File: src/rtl/controlador_mem_dados_pkg.sv
// pkg_mem_dados: widths, controller state encoding and the queued request
// record shared by the data-memory controller and its request queue.
package pkg_mem_dados;

   localparam int LARG_END  = 8;
   localparam int LARG_DADO = 8;

   // OCIOSO: nothing issued; ACESSO: one memory cycle in flight;
   // RESPOSTA: load data held for the consumer.
   typedef enum logic [1:0] {
      OCIOSO   = 2'd0,
      ACESSO   = 2'd1,
      RESPOSTA = 2'd2
   } estado_t;

   // One queued load/store, 17 bits: {escrita, endereco, dado}.
   typedef struct packed {
      logic                 escrita;
      logic [LARG_END-1:0]  endereco;
      logic [LARG_DADO-1:0] dado;
   } requisicao_t;

endpackage

File: src/rtl/controlador_mem_dados_fila.sv
// fila_requisicoes: in-order request queue for the data-memory controller.
// Depth PROF_FILA (power of two, >= 2); pointers carry one extra wrap bit so
// full and empty are told apart without a counter. Storage is not reset;
// only the pointers are, which empties the queue.
module fila_requisicoes
   import pkg_mem_dados::*;
#(
   parameter int PROF_FILA = 4
) (
   input  logic        clk_i,
   input  logic        rst_i,
   input  logic        push_i,
   input  requisicao_t dado_i,
   input  logic        pop_i,
   output requisicao_t dado_o,
   output logic        cheia_o,
   output logic        vazia_o
);

   localparam int             PTR_W = $clog2(PROF_FILA);
   localparam logic [PTR_W:0] UM    = 1;

   requisicao_t    mem_q [PROF_FILA];
   logic [PTR_W:0] wr_ptr_q;
   logic [PTR_W:0] rd_ptr_q;
   logic           faz_push;
   logic           faz_pop;

   assign faz_push = push_i && !cheia_o;
   assign faz_pop  = pop_i && !vazia_o;

   assign vazia_o = (wr_ptr_q == rd_ptr_q);
   assign cheia_o = (wr_ptr_q[PTR_W] != rd_ptr_q[PTR_W]) &&
                    (wr_ptr_q[PTR_W-1:0] == rd_ptr_q[PTR_W-1:0]);
   assign dado_o  = mem_q[rd_ptr_q[PTR_W-1:0]];

   // Read/write pointers; reset empties the queue.
   always_ff @(posedge clk_i) begin
      if (rst_i) begin
         wr_ptr_q <= '0;
         rd_ptr_q <= '0;
      end else begin
         if (faz_push) wr_ptr_q <= wr_ptr_q + UM;
         if (faz_pop)  rd_ptr_q <= rd_ptr_q + UM;
      end
   end

   // Entry storage written on accepted push.
   always_ff @(posedge clk_i) begin
      if (faz_push) mem_q[wr_ptr_q[PTR_W-1:0]] <= dado_i;
   end

endmodule

File: src/rtl/controlador_mem_dados.sv
// controlador_mem_dados: initiator side of the data-memory bus. Requests are
// queued in order, issued one memory cycle each on EscMem/LerMem, and load
// data is returned through a valid/ready response port.
// Optional macro CTRL_MEM_CONTADORES_EN adds saturating load/store counters.
//
// Handshakes: a transfer happens on a posedge where valid and ready are both
// high; valid, once raised, holds with stable payload until that edge, and
// ready may depend combinationally on the receiver's own state only.
module controlador_mem_dados
   import pkg_mem_dados::*;
#(
   parameter int PROF_FILA = 4
) (
   input  logic                 clock,
   input  logic                 reset,
   input  logic                 req_valido,
   output logic                 req_pronto,
   input  logic                 req_escrita,
   input  logic [LARG_END-1:0]  req_endereco,
   input  logic [LARG_DADO-1:0] req_dado,
   output logic                 resp_valido,
   input  logic                 resp_pronto,
   output logic [LARG_DADO-1:0] resp_dado,
   output logic [LARG_END-1:0]  Endereco,
   output logic [LARG_DADO-1:0] DadoEscrito,
   output logic                 EscMem,
   output logic                 LerMem,
   input  logic [LARG_DADO-1:0] DadoLido,
   output logic                 ocupado,
`ifdef CTRL_MEM_CONTADORES_EN
   output logic [15:0]          cont_leituras,
   output logic [15:0]          cont_escritas,
`endif
   output estado_t              estado_dbg
);

   estado_t              estado_q, estado_d;
   logic [LARG_END-1:0]  end_q, end_d;
   logic [LARG_DADO-1:0] dado_esc_q, dado_esc_d;
   logic                 esc_q, esc_d;
   logic                 ler_q, ler_d;
   logic                 resp_valido_q, resp_valido_d;
   logic [LARG_DADO-1:0] resp_dado_q, resp_dado_d;

   requisicao_t          req_in;
   requisicao_t          cabeca;
   logic                 cheia;
   logic                 vazia;
   logic                 push;
   logic                 pop;

   assign req_pronto = !reset && !cheia;
   assign push       = req_valido && req_pronto;
   assign req_in     = {req_escrita, req_endereco, req_dado};

   fila_requisicoes #(
      .PROF_FILA (PROF_FILA)
   ) u_fila (
      .clk_i   (clock),
      .rst_i   (reset),
      .push_i  (push),
      .dado_i  (req_in),
      .pop_i   (pop),
      .dado_o  (cabeca),
      .cheia_o (cheia),
      .vazia_o (vazia)
   );

   // Next state: issue from the queue head, hold load data until taken.
   always_comb begin
      estado_d      = estado_q;
      end_d         = end_q;
      dado_esc_d    = dado_esc_q;
      esc_d         = 1'b0;
      ler_d         = 1'b0;
      resp_valido_d = resp_valido_q;
      resp_dado_d   = resp_dado_q;
      pop           = 1'b0;
      case (estado_q)
         OCIOSO: begin
            if (!vazia) begin
               pop      = 1'b1;
               end_d    = cabeca.endereco;
               estado_d = ACESSO;
               if (cabeca.escrita) begin
                  dado_esc_d = cabeca.dado;
                  esc_d      = 1'b1;
               end else begin
                  ler_d = 1'b1;
               end
            end
         end
         ACESSO: begin
            if (esc_q) begin
               // Store completes at this edge; chain the next op directly.
               if (!vazia) begin
                  pop   = 1'b1;
                  end_d = cabeca.endereco;
                  if (cabeca.escrita) begin
                     dado_esc_d = cabeca.dado;
                     esc_d      = 1'b1;
                  end else begin
                     ler_d = 1'b1;
                  end
               end else begin
                  estado_d = OCIOSO;
               end
            end else begin
               // DadoLido settled on the falling edge of this cycle.
               resp_dado_d   = DadoLido;
               resp_valido_d = 1'b1;
               estado_d      = RESPOSTA;
            end
         end
         RESPOSTA: begin
            if (resp_pronto) begin
               resp_valido_d = 1'b0;
               estado_d      = OCIOSO;
            end
         end
         default: estado_d = OCIOSO;
      endcase
   end

   // State and registered bus/response outputs.
   always_ff @(posedge clock) begin
      if (reset) begin
         estado_q      <= OCIOSO;
         end_q         <= '0;
         dado_esc_q    <= '0;
         esc_q         <= 1'b0;
         ler_q         <= 1'b0;
         resp_valido_q <= 1'b0;
         resp_dado_q   <= '0;
      end else begin
         estado_q      <= estado_d;
         end_q         <= end_d;
         dado_esc_q    <= dado_esc_d;
         esc_q         <= esc_d;
         ler_q         <= ler_d;
         resp_valido_q <= resp_valido_d;
         resp_dado_q   <= resp_dado_d;
      end
   end

   assign Endereco    = end_q;
   assign DadoEscrito = dado_esc_q;
   assign EscMem      = esc_q;
   assign LerMem      = ler_q;
   assign resp_valido = resp_valido_q;
   assign resp_dado   = resp_dado_q;
   assign ocupado     = !vazia || (estado_q != OCIOSO);
   assign estado_dbg  = estado_q;

`ifdef CTRL_MEM_CONTADORES_EN
   logic [15:0] cont_ler_q;
   logic [15:0] cont_esc_q;

   // Count each op as its ACESSO cycle closes; saturate at all-ones.
   always_ff @(posedge clock) begin
      if (reset) begin
         cont_ler_q <= '0;
         cont_esc_q <= '0;
      end else if (estado_q == ACESSO) begin
         if (ler_q && (cont_ler_q != 16'hFFFF)) cont_ler_q <= cont_ler_q + 16'd1;
         if (esc_q && (cont_esc_q != 16'hFFFF)) cont_esc_q <= cont_esc_q + 16'd1;
      end
   end

   assign cont_leituras = cont_ler_q;
   assign cont_escritas = cont_esc_q;
`endif

endmodule

File: config.mk
export PLATFORM = sky130hd
export DESIGN_NAME = controlador_mem_dados
export DESIGN_NICKNAME = d
export VERILOG_FILES = /design/src/rtl/controlador_mem_dados_pkg.sv /design/src/rtl/controlador_mem_dados_fila.sv /design/src/rtl/controlador_mem_dados.sv
export SDC_FILE = /design/constraint.sdc
export NUM_CORES = 1
export LEC_CHECK = 0
export ABC_CLOCK_PERIOD_IN_PS = 3400
export CORE_ASPECT_RATIO = 1.1
export CORE_MARGIN = 3
export CORE_UTILIZATION = 57
export DETAILED_ROUTE_END_ITERATION = 7
export PLACE_DENSITY_LB_ADDON = 0.25
export SYNTH_ARGS = -nofsm -noshare
export SYNTH_HDL_FRONTEND = slang
export SYNTH_SLANG_ARGS = --single-unit
File: constraint.sdc
create_clock -name clock -period 3.4 [get_ports clock]
set_clock_uncertainty 0.1 [all_clocks]
set_input_delay 0.68 -clock clock [delete_from_list [all_inputs] [get_ports clock]]
set_output_delay 0.68 -clock clock [all_outputs]
set_load 0.01 [all_outputs]
* Word-level counts from Yosys, hierarchy flattened
Memory sizes are Yosys's and may differ from the RTL's. A register that Yosys moved wholly into a read port is not among the register bits.
Index checks and enable logic that the tools add are counted.
Widths: inputs -> output; s select.
** Storage, ports and cells
- Register bits :: 35
- Latch bits :: 0
- Memory bits (writable) :: 68
- ROM bits :: 0
- Bits of input ports :: 29
- Output and inout port bits :: 31
- Memories kept :: 1
** Memory list
- u_fila.mem_q :: words 4, bits a word 17, rd ports 1, clocked after Yosys merged registers in 1, write ports 1, line controlador_mem_dados_fila.sv:23 : requisicao_t mem_q [PROF_FILA];
** Cells by class
- Add/sub/neg operators :: 2
- Multiply operators :: 0
- Divide/modulo/power cells :: 0
- $lt $le $gt $ge :: 0
- Equal/unequal tests :: 10
- Shift-type cells :: 0
- Muxes and demuxes :: 30
- Bitwise operators :: 1
- Reduce and logical (&&, ||, !) cells :: 17
** Operators by type and width (count)
- $mux 8 :: 5
- $pmux 8 s2 :: 2
- $mux 1 :: 12
- $mux 2 :: 6
- $ne 2x2->1 const B :: 4
- $pmux 1 s2 :: 4
- $add 3x1->3 const B :: 2
- $pmux 2 s3 :: 1
- $reduce_and 3->1 :: 2
- $reduce_bool 2->1 :: 3
- $logic_and 1x1->1 :: 5
- $reduce_and 2->1 :: 2
- $eq 3x3->1 :: 1
- $logic_not 1->1 :: 3
- $ne 3x2->1 const B :: 1
- $eq 2x1->1 const B :: 1
- $eq 2x2->1 :: 1
- $eq 2x2->1 const B :: 1
- $logic_not 2->1 :: 1
- $logic_or 1x1->1 :: 1
- $ne 1x1->1 :: 1
- $not 1->1 :: 1

* Longest topological paths before layout
- Depth in word-level cells :: 8
- Mapped depth :: 7
- Mapped depth without buffers :: 4

* Hierarchy
A second synthesis with hierarchy kept.
** Unflattened totals
- Cells, all modules :: 280
- Area total of the unflattened synthesis :: 4204.0 sq um
** Modules (own cells, without submodules)
- fila_requisicoes :: times used 1, cells each 157, area an instance 3027.9 sq um
- controlador_mem_dados :: times used 1, cells each 123, area an instance 1176.1 sq um

* Worst setup path before layout
Ideal clock, no wire load.
- Kind :: input to output
- From :: input reset
- To :: output req_pronto
- Arrival :: 1.338 ns
- Slack :: 1.282 ns
- Stages :: 3
- Path buffers :: 2
- Cell sequence :: clkbuf_1 buf_1 a21oi_1
** On the way
- Word-level cells in the longest chain between the ends :: 2
** RTL lines
- start, declared :: line controlador_mem_dados.sv:15 : input logic reset,
- $logic_not 1->1 :: line controlador_mem_dados.sv:52 : assign req_pronto = !reset && !cheia;
- $logic_and 1x1->1 :: line controlador_mem_dados.sv:52
- end, declared :: line controlador_mem_dados.sv:17 : output logic req_pronto,
No other way between the ends.

* Final worst setup path
- From :: register u_fila.wr_ptr_q[1]
- To :: output req_pronto
** On the way
- Word-level cells in the longest chain between the ends :: 4
** RTL lines
- start, declared :: line controlador_mem_dados_fila.sv:24 : logic [PTR_W:0] wr_ptr_q;
- start signal, assigned :: line controlador_mem_dados_fila.sv:43 : if (faz_push) wr_ptr_q <= wr_ptr_q + UM;
- $eq 2x2->1 :: line controlador_mem_dados_fila.sv:34 : (wr_ptr_q[PTR_W-1:0] == rd_ptr_q[PTR_W-1:0]);
- $logic_and 1x1->1 :: line controlador_mem_dados_fila.sv:33 : assign cheia_o = (wr_ptr_q[PTR_W] != rd_ptr_q[PTR_W]) &&
- $logic_not 1->1 :: line controlador_mem_dados.sv:52
- $logic_and 1x1->1 :: line controlador_mem_dados.sv:52
No other way between the ends.

==> impl_metrics.ini <==
[worst_hold_path]
hold_class = flip-flop to flip-flop
worstHoldStart = Endereco[7]$_SDFFE_PP0P_

[synth]
synth_top_family_by_area = multiplexers
synthSimpleGateAreaFrac_pct = 6.29
synth_nets = 290
ys_ff_latch = 105
seq_area_frac_synth_pct = 70.7
ys_warn_count = 0
synth.distinct_cells = 28
syn_avg_cell_area_um2 = 15.4
synth_compound_area_share_pct = 5.02
synthCells = 256
synth_area_mm2 = 0.00394
synth_xor_area_share_pct = 1.56
muxShareOfSynthArea_pct = 12.5
synthAdderAreaFrac_pct = 1.59

[place]
place_area_mm2 = 0.00459
io_buffer_count = 59
place_ws_ns = 0.571
post-dp-hpwl_um = 4660
gp_congestion = 0.714

[clock_tree]
cts-root-buf = clkbuf_8
cts_made_buffers = 9
clk_latency_ns = 0.36
clock_sinks = 105
postCtsSetupRepairBufs = 0
max-clock-path-buffers = 2
hold_buffers = 0
cts_tree = built
post_cts_resized = 0
clkTransAtPathRegs_ns = 0.10
h-tree-depth = 3

[timing]
setup_viol = 0
worst_pin_slew_ns = 0.912
tns_ns = 0
slew_headroom_pct = 39.1
period_share_pct = 81.3
rsz0062_at_grt = false
hold_viol = 0
period_minus_slack_ns = 2.76
slew_viol_final = 0
fmax_ghz = 0.362
setup_slack_ns = 0.636

[setup_path]
criticalPathCategory = flip-flop to output port
critical_path_peak_fanout = 5
crit_start = u_fila.wr_ptr_q[1]$_SDFFE_PP0P_
start_kind = flip-flop
required_ns = 2.62
crit_arrival_ns = 1.98
timing.rr.start = u_fila.wr_ptr_q[1]$_SDFFE_PP0P_
endpoint_kind = output port

[power_and_ir_drop]
p_leak_nw = 1.60
p_sw_mw = 1.07
p_int_mw = 2.40
netSwitchingFraction_pct = 30.8
pwr-share-comb_pct = 30.7
p_seq_share_pct = 47.0
ir_drop_mv = 0.537
powerDensity_mw_per_mm2 = 723
pwr-share-clk_pct = 22.3

[drt]
routed-via-count = 2246
ant_nets = 0
wl_per_cell_um = 17.6
vias_per_cell = 5.55
routed_wl_um = 7140
route.detailed.drc = 0
firstDrtPassIters = 5
drtIter0Drc = 76

[cells_and_area]
insertedDiodeCount = 0
nets = 352
design_area_mm2 = 0.00480
area_growth_pct = 21.8
drive_above_1_share_pct = 12.4
utilization_pct = 72.3

[global_routing]
grt_pass1_vias = 2225
track_usage_pct = 19.2
grt_pass1_wl_um = 11500
antenna_found_initial = 0
grt_overflow = 0
grt_max_degree = 22

[die]
num_rows = 31
boundaryPins = 60
die_area_mm2 = 0.00794
die_w_um = 85.2
start_util_pct = 59.4
die_height_um = 93.2
coreArea_mm2 = 0.00663

[outcome]
outcome = completed

[flow_run]
drv_cap = 0
[routing by layer]
layer,global-route usage [%],vias up,part of all wire (%),wire length (um)
met4,6.99,0,0.95,68
met3,4.49,6,4.7,336
met1,26.1,1112,45,3190
li1,-,1067,-,-
met2,30.5,61,50,3550
met5,0,-,0,0
[final cells by class]
| class | count | area [um2] |
|---|---|---|
| clock buffer | 9 | 124 |
| fill | 444 | 1840 |
| tap | 82 | 103 |
| inverter | 5 | 18.8 |
| sequential | 105 | 2780 |
| multi-input combinational | 133 | 1060 |
| timing repair buffer | 64 | 628 |
| clock inverter | 7 | 80.1 |
[flip-flops by register name, indices dropped and copies added (netlist names), named ones only]
| name | flops |
|---|---|
| u_fila.mem_q | 68 |
| DadoEscrito | 8 |
| u_fila.wr_ptr_q | 3 |
| Endereco | 8 |
| resp_valido | 1 |
| estado_dbg | 2 |
| LerMem | 1 |
| EscMem | 1 |
| u_fila.rd_ptr_q | 3 |
| resp_dado | 8 |
[through the flow]
stage	hold slack, ns	cells	total power, mW
floorplan	0.378	256	2.32
global placement	0.345	389	2.70
detailed placement	0.348	389	2.73
CTS	0.361	405	3.50
global route	0.391	405	3.65
finish	0.361	405	3.47
[layout by cell type, fill, tap and decap left out, types with 3 or more instances in the layout]
cell type and n:
mux2i_1 12, mux4_2 16, nor2_1 20, edfxtp_1 68
xnor2_1 3, o21ai_0 9, and2_1 4, ha_1 5
nand3_1 9, buf_4 5, clkdlybuf4s50_1 59, inv_1 5
clkbuf_8 9, nand2_1 18, xor2_1 4, a21oi_1 22
dfxtp_1 37
[cell families after synthesis]
| kind of cell | after synthesis |
|---|---|
| buf+inv | 18 |
| flops | 105 |
| fa+ha+maj | 5 |
| simple gates | 57 |
| compound gates | 35 |
| xor+xnor | 7 |
| mux | 29 |
[Yosys cell counts]
master	instances	area share, %
edfxtp_1	68	52
dfxtp_1	37	19
a21oi_1	22	2.8
nor2_1	20	1.9
nand2_1	18	1.7
mux4_2	16	9.2
mux2i_1	12	3.1
nand3_1	9	1.1
o21ai_0	9	1.1
ha_1	5	1.6
inv_1	5	0.48
and2_1	4	0.64
clkbuf_1	4	0.38
xor2_1	4	0.89
buf_2	3	0.38
xnor2_1	3	0.67
buf_1	2	0.19
buf_4	2	0.38
buf_6	2	0.57
nand2b_1	2	0.32
nor3_1	2	0.25
mux2_2	1	0.29
nor2_2	1	0.16
o311a_1	1	0.25
o311ai_0	1	0.22
o311ai_2	1	0.41
o31ai_1	1	0.19
or3_1	1	0.16
[path summary, 6_finish.rpt]
| path | end | slack (ns) | cells past startpoint |
|---|---|---|---|
| min reg2reg | Endereco[7]$_SDFFE_PP0P_ | 0.36 | 2 |
| min | Endereco[7]$_SDFFE_PP0P_ | 0.36 | 2 |
| max | req_pronto | 0.64 | 4 |
| max reg2reg | u_fila.mem_q[3][14]$_DFFE_PP_ | 0.95 | 4 |
[power by group through the flow]
| stage | clock network (mW) | logic, mW | registers (mW) |
|---|---|---|---|
| 6_report | 0.774 | 1.07 | 1.63 |
| 5_1_grt | 0.833 | 1.16 | 1.66 |
| 4_1_cts | 0.784 | 1.08 | 1.64 |
| 3_5_place_dp | 0 | 1.07 | 1.66 |
| 3_3_place_gp | 0 | 1.05 | 1.65 |
| 2_1_floorplan | 0 | 0.652 | 1.67 |
[worst max-delay path, cell delays in order, from the launching register on]
cell and delay [ns]:
dfxtp_1 0.42, xor2_1 0.36, nor2_1 0.11, a21oi_1 0.17, clkdlybuf4s50_1 0.56
(Power assumes the default switching activity.)
